`config.mk`:
```
export PLATFORM = sky130hd
export DESIGN_NAME = wall_bounce_controller
export DESIGN_NICKNAME = d
export VERILOG_FILES = /design/src/rtl/wall_bounce_controller.sv
export SDC_FILE = /design/constraint.sdc
export NUM_CORES = 1
export LEC_CHECK = 0
export BUFFER_PORTS_ARGS = -buffer_cell sky130_fd_sc_hd__buf_2
export CELL_PAD_IN_SITES_DETAIL_PLACEMENT = 1
export CELL_PAD_IN_SITES_GLOBAL_PLACEMENT = 1
export CORE_MARGIN = 2
export CORE_UTILIZATION = 41
export CTS_CLUSTER_SIZE = 30
export DETAILED_ROUTE_END_ITERATION = 8
export HOLD_SLACK_MARGIN = 0.1
export PLACE_DENSITY = 0.81
export SLEW_MARGIN = 20
export SYNTH_ARGS = -nofsm -noshare
export SYNTH_HDL_FRONTEND = slang
export SYNTH_SLANG_ARGS = --single-unit
```
`constraint.sdc`:
```
create_clock -name clk_in -period 2.7 [get_ports clk_in]
set_input_delay 0.135 -clock clk_in [delete_from_list [all_inputs] [get_ports clk_in]]
set_output_delay 0.135 -clock clk_in [all_outputs]
set_load 0.02 [all_outputs]
```
`src/rtl/wall_bounce_controller.sv`:
```
// Per-frame wall collision sequencer: X walls first, then Y walls, using an external reflection unit.
// Optional BOUNCE_COUNT_EN adds a saturating count of frames that reflected at least once.
module wall_bounce_controller #(
    parameter int POS_W = 11,
    parameter int X_MIN = 0,
    parameter int X_MAX = 1023,
    parameter int Y_MIN = 0,
    parameter int Y_MAX = 767
`ifdef BOUNCE_COUNT_EN
    ,
    parameter int BOUNCE_W = 8
`endif
) (
    input  logic             clk_in,
    input  logic             rst_n_in,
    input  logic             start_in,
    input  logic [POS_W-1:0] x_in,
    input  logic [POS_W-1:0] y_in,
    input  logic [15:0]      dir_in,
    input  logic [15:0]      reflect_result_in,
    output logic [15:0]      reflect_dir_out,
    output logic [1:0]       reflect_wall_out,
    output logic             busy_out,
    output logic             done_out,
    output logic [POS_W-1:0] x_out,
    output logic [POS_W-1:0] y_out,
    output logic [15:0]      dir_out,
    output logic [3:0]       hit_mask_out
`ifdef BOUNCE_COUNT_EN
    ,
    input  logic                bounce_clr_in,
    output logic [BOUNCE_W-1:0] bounce_count_out
`endif
);

    localparam logic [POS_W-1:0] XMIN_P = POS_W'(X_MIN);
    localparam logic [POS_W-1:0] XMAX_P = POS_W'(X_MAX);
    localparam logic [POS_W-1:0] YMIN_P = POS_W'(Y_MIN);
    localparam logic [POS_W-1:0] YMAX_P = POS_W'(Y_MAX);

    typedef enum logic [2:0] {IDLE, CHECK_X, WAIT_X, CHECK_Y, WAIT_Y, DONE} state_t;

    state_t           state_reg, state_next;
    logic [POS_W-1:0] x_reg, y_reg, x_out_reg, y_out_reg;
    logic [15:0]      dir_reg, dir_out_reg, rdir_reg;
    logic [1:0]       rwall_reg;
    logic [3:0]       mask_reg, mask_out_reg;
    logic             done_reg;
    logic             hit_x0, hit_x2, hit_y1, hit_y3;
    logic [15:0]      result_wrapped;

    // Headings exactly parallel to a wall are never treated as approaching it.
    assign hit_x0 = (x_reg >= XMAX_P) && ((dir_reg < 16'd90) || (dir_reg > 16'd270));
    assign hit_x2 = (x_reg <= XMIN_P) && (dir_reg > 16'd90) && (dir_reg < 16'd270);
    assign hit_y1 = (y_reg >= YMAX_P) && (dir_reg > 16'd0) && (dir_reg < 16'd180);
    assign hit_y3 = (y_reg <= YMIN_P) && (dir_reg > 16'd180) && (dir_reg < 16'd360);

    assign result_wrapped = (reflect_result_in >= 16'd360) ? (reflect_result_in - 16'd360)
                                                           : reflect_result_in;

    always_ff @(posedge clk_in or negedge rst_n_in) begin
        if (!rst_n_in) state_reg <= IDLE;
        else           state_reg <= state_next;
    end

    always_comb begin
        state_next = state_reg;
        case (state_reg)
            IDLE:    if (start_in) state_next = CHECK_X;
            CHECK_X: state_next = (hit_x0 || hit_x2) ? WAIT_X : CHECK_Y;
            WAIT_X:  state_next = CHECK_Y;
            CHECK_Y: state_next = (hit_y1 || hit_y3) ? WAIT_Y : DONE;
            WAIT_Y:  state_next = DONE;
            DONE:    state_next = IDLE;
            default: state_next = IDLE;
        endcase
    end

    always_ff @(posedge clk_in or negedge rst_n_in) begin
        if (!rst_n_in) begin
            x_reg        <= '0;
            y_reg        <= '0;
            dir_reg      <= '0;
            mask_reg     <= '0;
            rdir_reg     <= '0;
            rwall_reg    <= '0;
            x_out_reg    <= '0;
            y_out_reg    <= '0;
            dir_out_reg  <= '0;
            mask_out_reg <= '0;
            done_reg     <= 1'b0;
        end else begin
            done_reg <= 1'b0;
            case (state_reg)
                IDLE: if (start_in) begin
                    x_reg    <= x_in;
                    y_reg    <= y_in;
                    dir_reg  <= dir_in;
                    mask_reg <= '0;
                end
                CHECK_X: if (hit_x0 || hit_x2) begin
                    rwall_reg <= hit_x0 ? 2'd0 : 2'd2;
                    rdir_reg  <= dir_reg;
                end
                WAIT_X: begin
                    dir_reg  <= result_wrapped;
                    x_reg    <= (rwall_reg == 2'd0) ? XMAX_P : XMIN_P;
                    mask_reg <= mask_reg | (4'b0001 << rwall_reg);
                end
                CHECK_Y: if (hit_y1 || hit_y3) begin
                    rwall_reg <= hit_y1 ? 2'd1 : 2'd3;
                    rdir_reg  <= dir_reg;
                end
                WAIT_Y: begin
                    dir_reg  <= result_wrapped;
                    y_reg    <= (rwall_reg == 2'd1) ? YMAX_P : YMIN_P;
                    mask_reg <= mask_reg | (4'b0001 << rwall_reg);
                end
                DONE: begin
                    x_out_reg    <= x_reg;
                    y_out_reg    <= y_reg;
                    dir_out_reg  <= dir_reg;
                    mask_out_reg <= mask_reg;
                    done_reg     <= 1'b1;
                end
                default: ;
            endcase
        end
    end

`ifdef BOUNCE_COUNT_EN
    logic [BOUNCE_W-1:0] bounce_cnt_reg;

    // Clear has priority over an increment landing in the same cycle.
    always_ff @(posedge clk_in or negedge rst_n_in) begin
        if (!rst_n_in)
            bounce_cnt_reg <= '0;
        else if (bounce_clr_in)
            bounce_cnt_reg <= '0;
        else if ((state_reg == DONE) && (mask_reg != 4'd0) && (bounce_cnt_reg != '1))
            bounce_cnt_reg <= bounce_cnt_reg + 1'b1;
    end

    assign bounce_count_out = bounce_cnt_reg;
`endif

    assign busy_out         = (state_reg != IDLE);
    assign done_out         = done_reg;
    assign x_out            = x_out_reg;
    assign y_out            = y_out_reg;
    assign dir_out          = dir_out_reg;
    assign hit_mask_out     = mask_out_reg;
    assign reflect_dir_out  = rdir_reg;
    assign reflect_wall_out = rwall_reg;

endmodule

```
Word-level counts from Yosys, hierarchy flattened
Index checks and enable logic that the tools add are counted.
Widths: inputs -> output; s select.

storage, ports and cells
  register bits = 106
  input port bits = 57
  logic and storage cells = 83

cells by class
  add/subtract/negate cells = 1
  order comparisons = 13
  equal/unequal tests = 9
  shift operators = 1
  multiplexer cells = 24
  bitwise gates (word level) = 1
  reduce and logical (&&, ||, !) cells = 22

operators by type and width
  operator               count
  $mux 16                4
  $pmux 16 s2            2
  $pmux 11 s2            2
  $lt 16x9->1 const B    2
  $ge 11x10->1 const B   2
  $le 11x1->1 const B    2
  $mux 11                2
  $mux 10                2
  $ge 16x9->1 const B    1
  $gt 16x1->1 const B    1
  $gt 16x7->1 const B    1
  $gt 16x8->1 const B    1
  $gt 16x9->1 const B    1
  $lt 16x7->1 const B    1
  $lt 16x8->1 const B    1
  $sub 16x9->16 const B  1
  $pmux 3 s5             1
  $mux 2                 4
  $pmux 4 s2             1
  $reduce_bool 2->1      4
  $logic_and 1x1->1      7
  $eq 3x2->1 const B     2
  $eq 3x3->1 const B     2
  $ne 2x2->1 const B     3
  15 further kinds       21

Depth between registers and ports, before layout
  depth in word-level cells = 6
  gate-level depth with buffers = 9
  mapped depth without buffers = 8

Worst setup path before layout
No wires, ideal clock.

  path type = reg2reg
  start = register dir_reg[13]
  end = register rdir_reg[10] (netlist: reflect_dir_out[10])
  library setup time = 125 ps
  arrival time = 2204 ps
  slack = 371 ps
  stages on the path, launching flop included = 8
  cell sequence = dfrtp_1 > or4_1 > or2_1 > a211oi_1 > o21ai_2 > nand3_4 > buf_6 > mux2_4

on the way
  longest elaborated chain between the ends = 6
  elaborated cells on any way between the ends = 21
  classes of those cells = order compare: 8; eq/ne: 2; reduce/logical: 11

RTL lines
  what                                             line      source
  start: declaration                               45        logic [15:0] dir_reg, dir_out_reg, rdir_reg;
  start signal: assignment                         98        dir_reg <= dir_in;
  start signal: assignment                         106       dir_reg <= result_wrapped;
  start signal: assignment                         115       dir_reg <= result_wrapped;
  $gt 16x1->1, or another cell as far along        55        assign hit_y1 = (y_reg >= YMAX_P) && (dir_reg > 16'd0) && (dir_reg < 16'd180);
  $logic_and 1x1->1, or another cell as far along  55
  $logic_and 1x1->1 (on tied branches)             -
  $logic_or 1x1->1 (on tied branches)              110, 101
  $ne 2x2->1 (no line)                             -
  $reduce_and 3->1 (no line) (*)                   -
  end signal: assignment                           103       rdir_reg <= dir_reg;
  end signal: assignment                           112       rdir_reg <= dir_reg;
  end: declaration                                 45

Mark *: on every way between the ends. The rest lies on a longest branch, timed or not.
A chain may end at the register's enable or synchronous reset.

Worst setup path in the final report
  start = register dir_reg[13]
  end = register rdir_reg[9] (netlist: reflect_dir_out[9])

The elaborated chain is that of the path after synthesis.

==> results.txt <==
Max_slew headroom - 54.10%
Crit path largest cell delay - 600 ps
Final instance area - 6233 sq um
Reg2reg start - dir_reg[13]
Clock share of power - 15.9%
Synthesized area per cell - 10.75 sq um
Worst Hold Class - input pin to register
Synth Cell Area - 4892 sq um
Worst setup EP type - register
Worst-margin pin slew - 688.5 ps
Sw Ratio - 42.79%
Pin count of the biggest net entering global routing - 56
R2R Setup Slk - 120 ps
Synth area leaders - dfrtp_1 (54%), mux2_2 (9.9%), nand2_1 (6.4%), mux2_4 (3.1%), a31oi_1 (2.7%)
GRT Total Usage - 23.61%
DRC violations left - 5
First-pass GRT wire length - 23.65 mm
Routed len/inst - 19.53 um
Max Cap Viol - 0
Required time worst endpoint - 2930 ps
Layout cell share with drive strength beyond 1 - 33.33%
N_diodes - 0
Sequential share of power - 39.3%
Netlist cell types - 50
FILL cells - 1,283
Final RePlAce weighted congestion - 0.8019
Failing checks - DRC
Dpl cell area - 5654 sq um
Setup crit start kind - register
CTS max path bufs - 2
Hold path start - dir_in[2]
Area of the multi-input gates - 2112 sq um
Clk_skew - 10.44 ps
Clock tree sinks - 106
Crit Path Class - register to register
Final Hold Fails - 0
Final hold slack - 94.17 ps
Switch Pwr - 3.395 mW
Initial antenna violation count - 0
Post-synth ARST share - 100.0%
Pleak - 2.962 nW
CP arrival - 2820 ps
EDFF count, synth - 0
Crit path max fanout - 17
Vias in the first global route - 4,558
CTS tree - done
Synth area leader - dfrtp_1
Chip width - 113.2 um
Register Area - 2653 sq um
Mapped Cells - 455
DP Wirelength - 9.948 mm
Row cnt - 39
TritonRoute pass-1 iters - 6
Primary FF master, synth - dfrtp_1
Core Util, Final - 54.13%
Total number of yosys warnings - 0
Worst-path cell chain - or4_1, or2_1, a2111o_1, nand3_2, nand3_4, mux2_4
Drt total wl - 14.51 mm
Number of DRC markers in iteration 0 - 208
Slowest CP cell - or4_1
Synth Register Bits - 106
Die H - 113.2 um
CP bufs+invs - 0
# IOs - 119
Fin. max-slew vios - 0
Top-area cell type share of the netlist area - 54.22%
Setup-failing EPs final - 0
# port buffers - 118
Unrepaired setup endpoints after global routing - false
H-tree depth - 3
Area Overhead vs Synth - 27.42%
Delay-heaviest family, CP - simple AND/OR/NAND/NOR gates
Clk_lat worst skew - 350 ps
Core Area - 11,520 sq um
Via count - 4,146
Die area - 12,820 sq um
Root Buffer - clkbuf_16
Cts bufs inserted - 9
Initial Util - 42.48%
Post-CTS Setup Inserts - 0
Crit share post-route - 95.70%
PwrDens - 1273 nW/um^2
Detailed-route vias per instance - 5.580
CTS clk-pin slew, worst paths - 70 ps
Final setup TNS - 0 ps
CP Launch Point - dir_reg[13]
Clock period minus worst slack - 2584 ps
Max frequency - 387.0 MHz
Post-route ant nets - 0
Grt ovf - 0
# nets final - 653
Sequential cell area fraction in the yosys report - 54.22%
Internal power - 4.539 mW
Post-Syn Nets - 513
Combinational power share - 44.8%
Status - finished, violations left
Worst IR Drop VDD - 0.4667 mV
[kinds of logic after synthesis]
group | Yosys count | synth area share [%]
flip-flops | 106 | 54.22
adder cells (fa/ha/maj) | 1 | 0.2557
AND/OR/NAND/NOR | 157 | 15.17
AO/OA/AOI/OAI | 84 | 10.77
buffers and inverters | 34 | 2.762
multiplexers | 64 | 15.22
XOR/XNOR | 9 | 1.611
[timing repair]
action                                  CTS  global route
hold buffers                             29             0
resized for setup                         0             1
endpoints found under the setup margin    0            17
hold endpoints to repair                 78             0
[per-stage QoR]
step	power [mW]	worst slack [ps]	cells
4_1_cts	7.949	43.51	743
3_3_place_gp	6.375	227.6	698
3_5_place_dp	6.608	102.8	698
6_report	7.934	116.1	743
5_1_grt	8.449	28.39	743
2_1_floorplan	5.332	371.2	455
[cells in the final DEF, fill, tap and decap left out, drive strengths merged, types with 8 or more instances in the layout]
master	n
clkbuf	13
dfrtp	106
nor2	25
a21oi	11
mux2	53
nand2	83
dlygate4sd3	29
o21ai	27
a31oi	21
buf	128
nor4	8
mux2i	11
[power by group through the flow]
stage / sequential (mW) / combinational (mW) / clock, mW
2_1_floorplan: 3.34 / 2.00 / 0
3_3_place_gp: 3.04 / 3.33 / 0
3_5_place_dp: 3.12 / 3.49 / 0
4_1_cts: 3.11 / 3.56 / 1.28
5_1_grt: 3.22 / 3.88 / 1.35
6_report: 3.12 / 3.55 / 1.27
[worst reg2reg max path: cells and delay by family, from the launching register on]
family          cells  cell delay [ps]
simple gates        4             1310
flops               1              410
mux                 1              410
compound gates      1              350
[cells in the mapped netlist (all sizes together), types with 2 or more instances]
cell     number
xnor2         5
o21ai        27
a31oi        21
o211ai        2
nand3b        3
nor3          7
a21oi        11
nand4         7
or2           2
dfrtp       106
inv           6
xor2          4
o21a          2
nand4bb       2
and2          3
mux2i        11
or4           3
or3           2
a21o          3
a22oi         2
nand3         5
nor4          8
mux2         53
clkbuf       27
nand2        83
nor2         25
o211a         2
a211oi        7
[metal layers]
metal | track usage, % | up-vias | share of wire (%)
li1 | - | 1897 | -
met1 | 29.10 | 2098 | 42
met2 | 41.08 | 122 | 52
met4 | 9.837 | 0 | 2.5
met3 | 4.017 | 29 | 4.0
met5 | 0 | - | 0
[layout make-up]
type,instances,area share (%)
well taps,143,2.870
multi-input cells,315,33.88
inverters,6,0.3613
clock inverters,3,0.3814
repair buffers,157,15.78
clock buffers,13,4.175
flip-flops and latches,106,42.55
[final timing paths]
path                            cells after the start            endpoint
worst max register to register                      6  reflect_dir_out[9]
worst min-delay path                                3          dir_reg[2]
worst max-delay path                                6  reflect_dir_out[9]
worst min register to register                      2     hit_mask_out[1]
max in group asynchronous                           3          dir_out[4]
min in group asynchronous                           2            x_out[1]
Power figures use the tool's default switching activity.
